`src/rtl/seq_det_param_if.sv`:
```
// rtl/seq_det_param_if.sv - bus bundle for the programmable serial sequence detector
//
// Signals (master = bit source / controller side, slave = detector side):
//   data_in, data_valid      serial bit and its qualifier
//   load, pattern, pat_len,  configuration capture strobe and the values it captures
//   overlap_en
//   clr_cnt                  synchronous clear of the match counter
//   match, match_cnt         one-cycle match pulse and saturating match count
//   cfg_err, armed           illegal-load pulse and "legal config held" level

interface seq_det_param_if #(
  parameter int PAT_W = 8,
  parameter int LEN_W = 4,
  parameter int CNT_W = 8
);

  logic             data_in;
  logic             data_valid;
  logic             load;
  logic [PAT_W-1:0] pattern;
  logic [LEN_W-1:0] pat_len;
  logic             overlap_en;
  logic             clr_cnt;
  logic             match;
  logic [CNT_W-1:0] match_cnt;
  logic             cfg_err;
  logic             armed;

  modport master (
    output data_in, data_valid, load, pattern, pat_len, overlap_en, clr_cnt,
    input  match, match_cnt, cfg_err, armed
  );

  modport slave (
    input  data_in, data_valid, load, pattern, pat_len, overlap_en, clr_cnt,
    output match, match_cnt, cfg_err, armed
  );

endinterface

```
`src/rtl/seq_det_param.sv`:
```
// rtl/seq_det_param.sv - programmable serial sequence detector with match counter
//
// Ports:
//   clk   clock, all state changes on posedge
//   rst   asynchronous active-low reset
//   bus   seq_det_param_if.slave: serial input, configuration load, counter clear,
//         match pulse, saturating match count, cfg_err pulse, armed level
//
// The pattern is compared MSB-first: bit pat_len-1 of the pattern is the oldest
// received bit, bit 0 the newest. Only the low len_r bits of history and pattern
// take part in the comparison.

module seq_det_param #(
  parameter int PAT_W = 8,
  parameter int LEN_W = 4,
  parameter int CNT_W = 8
) (
  input  logic           clk,
  input  logic           rst,
  seq_det_param_if.slave bus
);

  typedef enum logic {
    UNCFG = 1'b0,
    RUN   = 1'b1
  } state_t;

  localparam logic [LEN_W-1:0] LEN_MAX = LEN_W'(PAT_W);
  localparam logic [CNT_W-1:0] CNT_MAX = {CNT_W{1'b1}};

  state_t           state;
  logic [PAT_W-1:0] pat_r;
  logic [LEN_W-1:0] len_r;
  logic             ovl_r;
  logic [PAT_W-1:0] hist;
  logic [LEN_W-1:0] fill;
  logic             match_r;
  logic             cfg_err_r;
  logic             armed_r;
  logic [CNT_W-1:0] cnt_r;

  logic             load_legal;
  logic [PAT_W-1:0] hist_next;
  logic [LEN_W-1:0] fill_next;
  logic [PAT_W-1:0] len_mask;
  logic             hit;

  always_comb begin
    load_legal = (bus.pat_len != '0) && (bus.pat_len <= LEN_MAX);
    hist_next  = {hist[PAT_W-2:0], bus.data_in};
    // fill saturates so it never wraps back below len_r during long runs
    fill_next  = (fill == LEN_MAX) ? fill : fill + LEN_W'(1);
    // shifting by len_r == PAT_W yields zero, so the mask becomes all ones
    len_mask   = ~({PAT_W{1'b1}} << len_r);
    // a load in the same cycle discards the bit, so it can never complete a match
    hit        = (state == RUN) && bus.data_valid && !bus.load &&
                 (fill_next >= len_r) &&
                 (((hist_next ^ pat_r) & len_mask) == '0);
  end

  always_ff @(posedge clk or negedge rst) begin
    if (!rst) begin
      state     <= UNCFG;
      pat_r     <= '0;
      len_r     <= '0;
      ovl_r     <= 1'b0;
      hist      <= '0;
      fill      <= '0;
      match_r   <= 1'b0;
      cfg_err_r <= 1'b0;
      armed_r   <= 1'b0;
      cnt_r     <= '0;
    end else begin
      match_r   <= 1'b0;
      cfg_err_r <= 1'b0;

      // clear wins over a simultaneous increment
      if (bus.clr_cnt) begin
        cnt_r <= '0;
      end else if (hit && (cnt_r != CNT_MAX)) begin
        cnt_r <= cnt_r + CNT_W'(1);
      end

      if (bus.load) begin
        if (load_legal) begin
          state   <= RUN;
          armed_r <= 1'b1;
          pat_r   <= bus.pattern;
          len_r   <= bus.pat_len;
          ovl_r   <= bus.overlap_en;
          hist    <= '0;
          fill    <= '0;
        end else begin
          // illegal load: keep state and held config untouched
          cfg_err_r <= 1'b1;
        end
      end else begin
        case (state)
          UNCFG: begin
            // unconfigured: incoming bits are ignored
          end
          RUN: begin
            if (bus.data_valid) begin
              hist <= hist_next;
              if (hit) begin
                match_r <= 1'b1;
                // non-overlap restarts the fill so the matched bits cannot be reused;
                // stale history is harmless because fill gates the comparison
                fill    <= ovl_r ? fill_next : '0;
              end else begin
                fill <= fill_next;
              end
            end
          end
          default: state <= UNCFG;
        endcase
      end
    end
  end

  assign bus.match     = match_r;
  assign bus.match_cnt = cnt_r;
  assign bus.cfg_err   = cfg_err_r;
  assign bus.armed     = armed_r;

endmodule

```
`src/flat_wrapper.sv`:
```
// flat-port wrapper written by rule: the top's interface ports become plain ports
module seq_det_param_flat 
#(
  parameter int PAT_W = 8,
  parameter int LEN_W = 4,
  parameter int CNT_W = 8
)
  (clk, rst, bus_data_in, bus_data_valid, bus_load, bus_pattern, bus_pat_len, bus_overlap_en, bus_clr_cnt, bus_match, bus_match_cnt, bus_cfg_err, bus_armed);
  seq_det_param_if #(.PAT_W(PAT_W), .LEN_W(LEN_W), .CNT_W(CNT_W)) bus_i ();
  input  logic clk;
  input  logic rst;
  input wire logic [$bits(bus_i.data_in)-1:0] bus_data_in;
  input wire logic [$bits(bus_i.data_valid)-1:0] bus_data_valid;
  input wire logic [$bits(bus_i.load)-1:0] bus_load;
  input wire logic [$bits(bus_i.pattern)-1:0] bus_pattern;
  input wire logic [$bits(bus_i.pat_len)-1:0] bus_pat_len;
  input wire logic [$bits(bus_i.overlap_en)-1:0] bus_overlap_en;
  input wire logic [$bits(bus_i.clr_cnt)-1:0] bus_clr_cnt;
  output wire logic [$bits(bus_i.match)-1:0] bus_match;
  output wire logic [$bits(bus_i.match_cnt)-1:0] bus_match_cnt;
  output wire logic [$bits(bus_i.cfg_err)-1:0] bus_cfg_err;
  output wire logic [$bits(bus_i.armed)-1:0] bus_armed;
  assign bus_i.data_in = bus_data_in;
  assign bus_i.data_valid = bus_data_valid;
  assign bus_i.load = bus_load;
  assign bus_i.pattern = bus_pattern;
  assign bus_i.pat_len = bus_pat_len;
  assign bus_i.overlap_en = bus_overlap_en;
  assign bus_i.clr_cnt = bus_clr_cnt;
  assign bus_match = bus_i.match;
  assign bus_match_cnt = bus_i.match_cnt;
  assign bus_cfg_err = bus_i.cfg_err;
  assign bus_armed = bus_i.armed;
  seq_det_param #(.PAT_W(PAT_W), .LEN_W(LEN_W), .CNT_W(CNT_W)) u_core (.clk(clk), .rst(rst), .bus(bus_i));
endmodule
```
`config.mk`:
```
export PLATFORM = sky130hd
export DESIGN_NAME = seq_det_param_flat
export DESIGN_NICKNAME = d
export VERILOG_FILES = /design/src/rtl/seq_det_param_if.sv /design/src/rtl/seq_det_param.sv /design/src/flat_wrapper.sv
export SDC_FILE = /design/constraint.sdc
export NUM_CORES = 1
export LEC_CHECK = 0
export ABC_AREA = 1
export CAP_MARGIN = 25
export CORE_MARGIN = 8
export CORE_UTILIZATION = 49
export DETAILED_ROUTE_END_ITERATION = 10
export PLACE_DENSITY = 0.78
export SETUP_SLACK_MARGIN = 0.02
export SLEW_MARGIN = 20
export SYNTH_ARGS = -nofsm -noshare
export SYNTH_HDL_FRONTEND = slang
export SYNTH_SLANG_ARGS = --single-unit
export TNS_END_PERCENT = 30
```
`constraint.sdc`:
```
create_clock -name clk -period 2.1 [get_ports clk]
set_input_delay 0.315 -clock clk [delete_from_list [all_inputs] [get_ports clk]]
set_output_delay 0.315 -clock clk [all_outputs]
set_load 0.02 [all_outputs]
```
# After elaboration in Yosys (flattened, before gate mapping)
# Index checks and enable logic that the tools add are counted.
[word_totals] ff_bits=35 latchBits=0 mem_bits_rw=0 romBits=0 in_bits=19 out_inout_bits=11 n_memories=0
[op_classes] addsub=2 multipliers=0 div=0 magnitude_cmp=2 n_eq_ne=3 n_shift=1 n_mux=19 n_bitwise=3 n_reduce_logical=14
[op_table] op="$mux W4" count=7
[op_table] op="$mux W7" count=4
[op_table] op="$mux W8" count=2
[op_table] op="$add A8 B1 Y8 const B" count=1
[op_table] op="$and A8 B8 Y8" count=1
[op_table] op="$logic_not A8 Y1" count=1
[op_table] op="$ne A8 B8 Y1 const B" count=1
[op_table] op="$not A8 Y8" count=1
[op_table] op="$shl A8 B4 Y8 const A" count=1
[op_table] op="$xor A8 B8 Y8" count=1
[op_table] op="$logic_and A1 B1 Y1" count=6
[op_table] op="$mux W1" count=6
[op_table] op="$reduce_bool A2 Y1" count=3
[op_table] op="$add A4 B1 Y4 const B" count=1
[op_table] op="$eq A4 B4 Y1 const B" count=1
[op_table] op="$ge A4 B4 Y1" count=1
[op_table] op="$le A4 B4 Y1 const B" count=1
[op_table] op="$reduce_bool A4 Y1" count=1
[op_table] op="$reduce_and A3 Y1" count=1
[op_table] op="$ne A2 B1 Y1 const B" count=1
[op_table] op="$reduce_and A2 Y1" count=1
[op_table] op="$logic_not A1 Y1" count=1

# Depth between registers and ports, before layout
[depth] ltp_word=9 depth_mapped=17

# Worst setup path before layout
# No wires, ideal clock.
[synth_timing] path_type="reg-to-reg" startpoint="register u_core.fill[0]" endpoint="register u_core.cnt_r[7], in the netlist u_core.bus.match_cnt[7]" setup_ns=0.119 arrival_ns=1.883 required_time_ns=1.981 slack_ns=0.098 stages_incl_launch_ff=15 n_path_buf=0 cell_sequence="dfrtp_1 > inv_1 > ha_1 > nand2_1 > nor2_1 > xor2_1 > inv_1 > ha_1 > nand2_1 > nor2_1 > nor2_1 > nor2_2 > nand3_4 > nand3_1 > nand2_1"
[synth_between] elab_chain_cells=7
[synth_rtl] element="from (decl)" line="seq_det_param.sv:36" source="logic [LEN_W-1:0] fill;"
[synth_rtl] element="from (signal assigned)" line="seq_det_param.sv:109" source="fill <= ovl_r ? fill_next : '0;"
[synth_rtl] element="from (signal assigned)" line="seq_det_param.sv:111" source="fill <= fill_next;"
[synth_rtl] element="$add A4 B1 Y4 or $eq A4 B4 Y1 (tied branches)" line="seq_det_param.sv:52" source="fill_next = (fill == LEN_MAX) ? fill : fill + LEN_W'(1);"
[synth_rtl] element="$mux W4 (*)" line="seq_det_param.sv:52"
[synth_rtl] element="$ge A4 B4 Y1 (*)" line="seq_det_param.sv:57" source="(fill_next >= len_r) &&"
[synth_rtl] element="$logic_and A1 B1 Y1 (*)" line="seq_det_param.sv:56" source="hit = (state == RUN) && bus.data_valid && !bus.load &&"
[synth_rtl] element="$logic_and A1 B1 Y1 (*)" line="seq_det_param.sv:57"
[synth_rtl] element="$logic_and A1 B1 Y1 (*)" line="seq_det_param.sv:80" source="end else if (hit && (cnt_r != CNT_MAX)) begin"
[synth_rtl] element="$reduce_bool A2 Y1 (no source line) (*)"
[synth_rtl] element="to (signal assigned)" line="seq_det_param.sv:81" source="cnt_r <= cnt_r + CNT_W'(1);"
[synth_rtl] element="to (decl)" line="seq_det_param.sv:40" source="logic [CNT_W-1:0] cnt_r;"
# Mark *: on every way between the ends. The rest lies on a longest branch, timed or not.
# A chain may end at the register's enable or synchronous reset.

# Worst setup path in the final report
[layout_timing] startpoint="register u_core.fill[0]" endpoint="register u_core.cnt_r[3], in the netlist u_core.bus.match_cnt[3]"
# The elaborated chain is that of the path after synthesis.

==> out/results.ini <==
[setup_path]
r2r-start = u_core.fill[0]$_DFFE_PN0P_
crit_fanout = 8
startpoint_type = register
endpoint = u_core.bus.match_cnt[3]$_DFFE_PN0P_
r2r_end = u_core.bus.match_cnt[3]$_DFFE_PN0P_
r2r_cells = 16
crit_type = reg2reg
rrSetupSlack_ns = -0.07
cp_data_required_time_ns = 2.27
critPathArrivalTime_ns = 2.34
endpoint_kind = register
crit_path_start = u_core.fill[0]$_DFFE_PN0P_

[pwr]
switchingPower_uw = 612
powerDensity_nw_per_um2 = 702
p_int_mw = 1.30
finalPower_mw = 1.91
seqPwrFrac_pct = 40.9
leakagePower_nw = 1.42
ir_drop_mv = 0.356
combPwrFrac_pct = 31.0
swShare_pct = 32.1
clockPowerShare_pct = 28.1

[die]
die_area_um2 = 6520
io_pins = 30
start_util_pct = 51.0
die_w_um = 80.7
design.core.area_um2 = 4030
num_rows = 23
chipHeight_um = 80.7

[yosys]
syn_inst = 267
synth.ff_latch_count = 35
syn_nets = 293
synth_area_um2 = 2050
yosys_warnings = 0
ys_seq_area_share_pct = 42.7
avgSynthCellArea_um2 = 7.69
synth.top_cell.area_share_pct = 42.7
synth_area_leader_cell = dfrtp_1
ys_types = 25
synth.area.top_cells = dfrtp_1, nand2_1, inv_1, nand3_1, ha_1

[final_layout]
fillerInstances = 342
antenna_cells_inserted = 0
final_common_cell = nand2_1
drive_above_1_share_pct = 20.6
layout_common_cells = nand2_1, inv_1, dfrtp_1, clkdlybuf4s50_1, nand3_1
fin_nets = 341
final_cell_area_um2 = 2720
area_growth_pct = 32.4

[sta]
finalSetupViolCount = 9
holdWs_ns = 0.436
finalWorstSetupSlack_ns = -0.0671
drv_slew = 0
worstMarginPinSlew_ns = 0.566
fin_worst_skew_ns = 0.00566
fmax_mhz = 461
min_period_ns = 2.17
period_share_pct = 103
worst_slew_margin_rel_pct = 62.2
rsz0062_at_grt = true
hold_viol = 0

[job]
cap_violations = 0

[clock_tree]
cts_root_buf = clkbuf_8
clock_sinks = 35
clk_pin_slew_ns = 0.07
clockBufferDepth = 2
clk_latency_ns = 0.29
numCtsBuffers = 5
cts_max_level = 2
cts_tree = yes

[global_routing]
grt_usage_pct = 15.2
grt_pass1_vias = 1784
gr-total-overflow = 0
grt_antenna_before_repair = 0
grt_max_degree = 36
grt_pass1_wl_mm = 7.82

[placed_design]
dp_hpwl_mm = 3.17
routabilityCongestion = 0.856
portBuffers = 29
post_dp_cell_area_um2 = 2420
preCtsSetupSlack_ns = -0.0798

[routing]
ant_nets = 0
vias = 1841
avgViaCountPerCell = 5.03
routed_wl_mm = 4.64
first_pass_iters = 4
drt-initial-drc-count = 65
routedWlPerCell_um = 12.7
drc = 0

[status]
status = finished with violations
violations = negative setup slack

[hold_path]
hold_path.class = in2async

[worst max-delay path: stages, from the launching register on]
cell and delay, ns:
dfrtp_1 0.39, inv_2 0.08, ha_4 0.14, nand2_4 0.05, nor2_4 0.14, buf_4 0.12, nor2_2 0.03, ha_1 0.28
nand2_2 0.07, inv_1 0.05, nand2_1 0.06, nand2_1 0.08, nor2_2 0.06, nor2_4 0.14, nand3_4 0.17, nand3_2 0.12
nand2_1 0.06
[sequential cells by signal (all words and copies together) (netlist names)]
name                  count
u_core.bus.match_cnt      8
u_core.pat_r              8
u_core.hist               7
u_core.fill               4
u_core.len_r              4
u_core.bus.armed          1
u_core.bus.cfg_err        1
u_core.bus.match          1
u_core.ovl_r              1
[layer usage]
metal,GRT usage [%],up-vias,share of wire [%]
li1,-,941,-
met1,19.0,851,45
met2,24.5,40,49
met3,2.87,9,4.0
met4,7.68,0,2.1
met5,0,-,0
[synthesized netlist by cell type (all sizes together)]
cell type	number
a21boi	1
a21oi	11
buf	3
dfrtp	35
ha	7
inv	45
mux2	1
nand2	84
nand3	28
nand3b	1
nand4	8
nor2	25
nor3	2
o21ai	2
o22ai	7
xnor2	2
xor2	5
[power by group through the flow]
stage               registers (mW)  clock network (mW)  logic [mW]
floorplan                    0.780                   0       0.311
global placement             0.783                   0       0.429
detailed placement           0.786                   0       0.441
CTS                          0.777               0.546       0.518
global route                 0.787               0.566       0.666
finish                       0.779               0.537       0.591
[area by class of cell]
type	instances	area, um^2	share of cell area [%]
tap	50	62.6	2.30
clock buffer	8	100	3.68
multi-input combinational	184	1110	40.8
timing repair buffer	44	403	14.8
inverter	45	169	6.21
sequential	35	876	32.2
[stage by stage]
step	setup TNS [ns]	util (%)	cells
floorplan	0	-	267
global placement	0	60.1	347
detailed placement	-0.721	60.1	347
CTS	0	65.5	365
global route	-2.11	67.5	366
finish	-0.376	67.5	366
[timing repair]
| item | 4_1_cts | 5_1_grt |
|---|---|---|
| endpoints found under the setup margin | 12 | 13 |
| gates resized for setup | 10 | 19 |
| pin swaps | 5 | 14 |
| buffers inserted | 10 | 1 |
| hold buffers | 0 | 0 |
[how the worst min path moves through the flow]
stage                                       from  slack, ns  cells after the start                           end
global placement    u_core.bus.armed$_DFFE_PN0P_       0.48                      2  u_core.bus.armed$_DFFE_PN0P_
floorplan                                    rst       0.02                      0  u_core.bus.armed$_DFFE_PN0P_
CTS                                          rst       0.45                      2   u_core.pat_r[2]$_DFFE_PN0P_
detailed placement  u_core.bus.armed$_DFFE_PN0P_       0.48                      2  u_core.bus.armed$_DFFE_PN0P_
finish                                       rst       0.44                      2  u_core.bus.armed$_DFFE_PN0P_
global route                                 rst       0.49                      2   u_core.len_r[0]$_DFFE_PN0P_
[cell families after synthesis]
| logic type | synth area share, % |
|---|---|
| XOR/XNOR | 2.99 |
| flip-flops | 42.7 |
| AND/OR/NAND/NOR | 34.9 |
| multiplexers | 0.548 |
| adder cells (fa/ha/maj) | 4.27 |
| buffers and inverters | 8.96 |
| AO/OA/AOI/OAI | 5.67 |
Note: power is estimated with default switching activity, not from simulation.
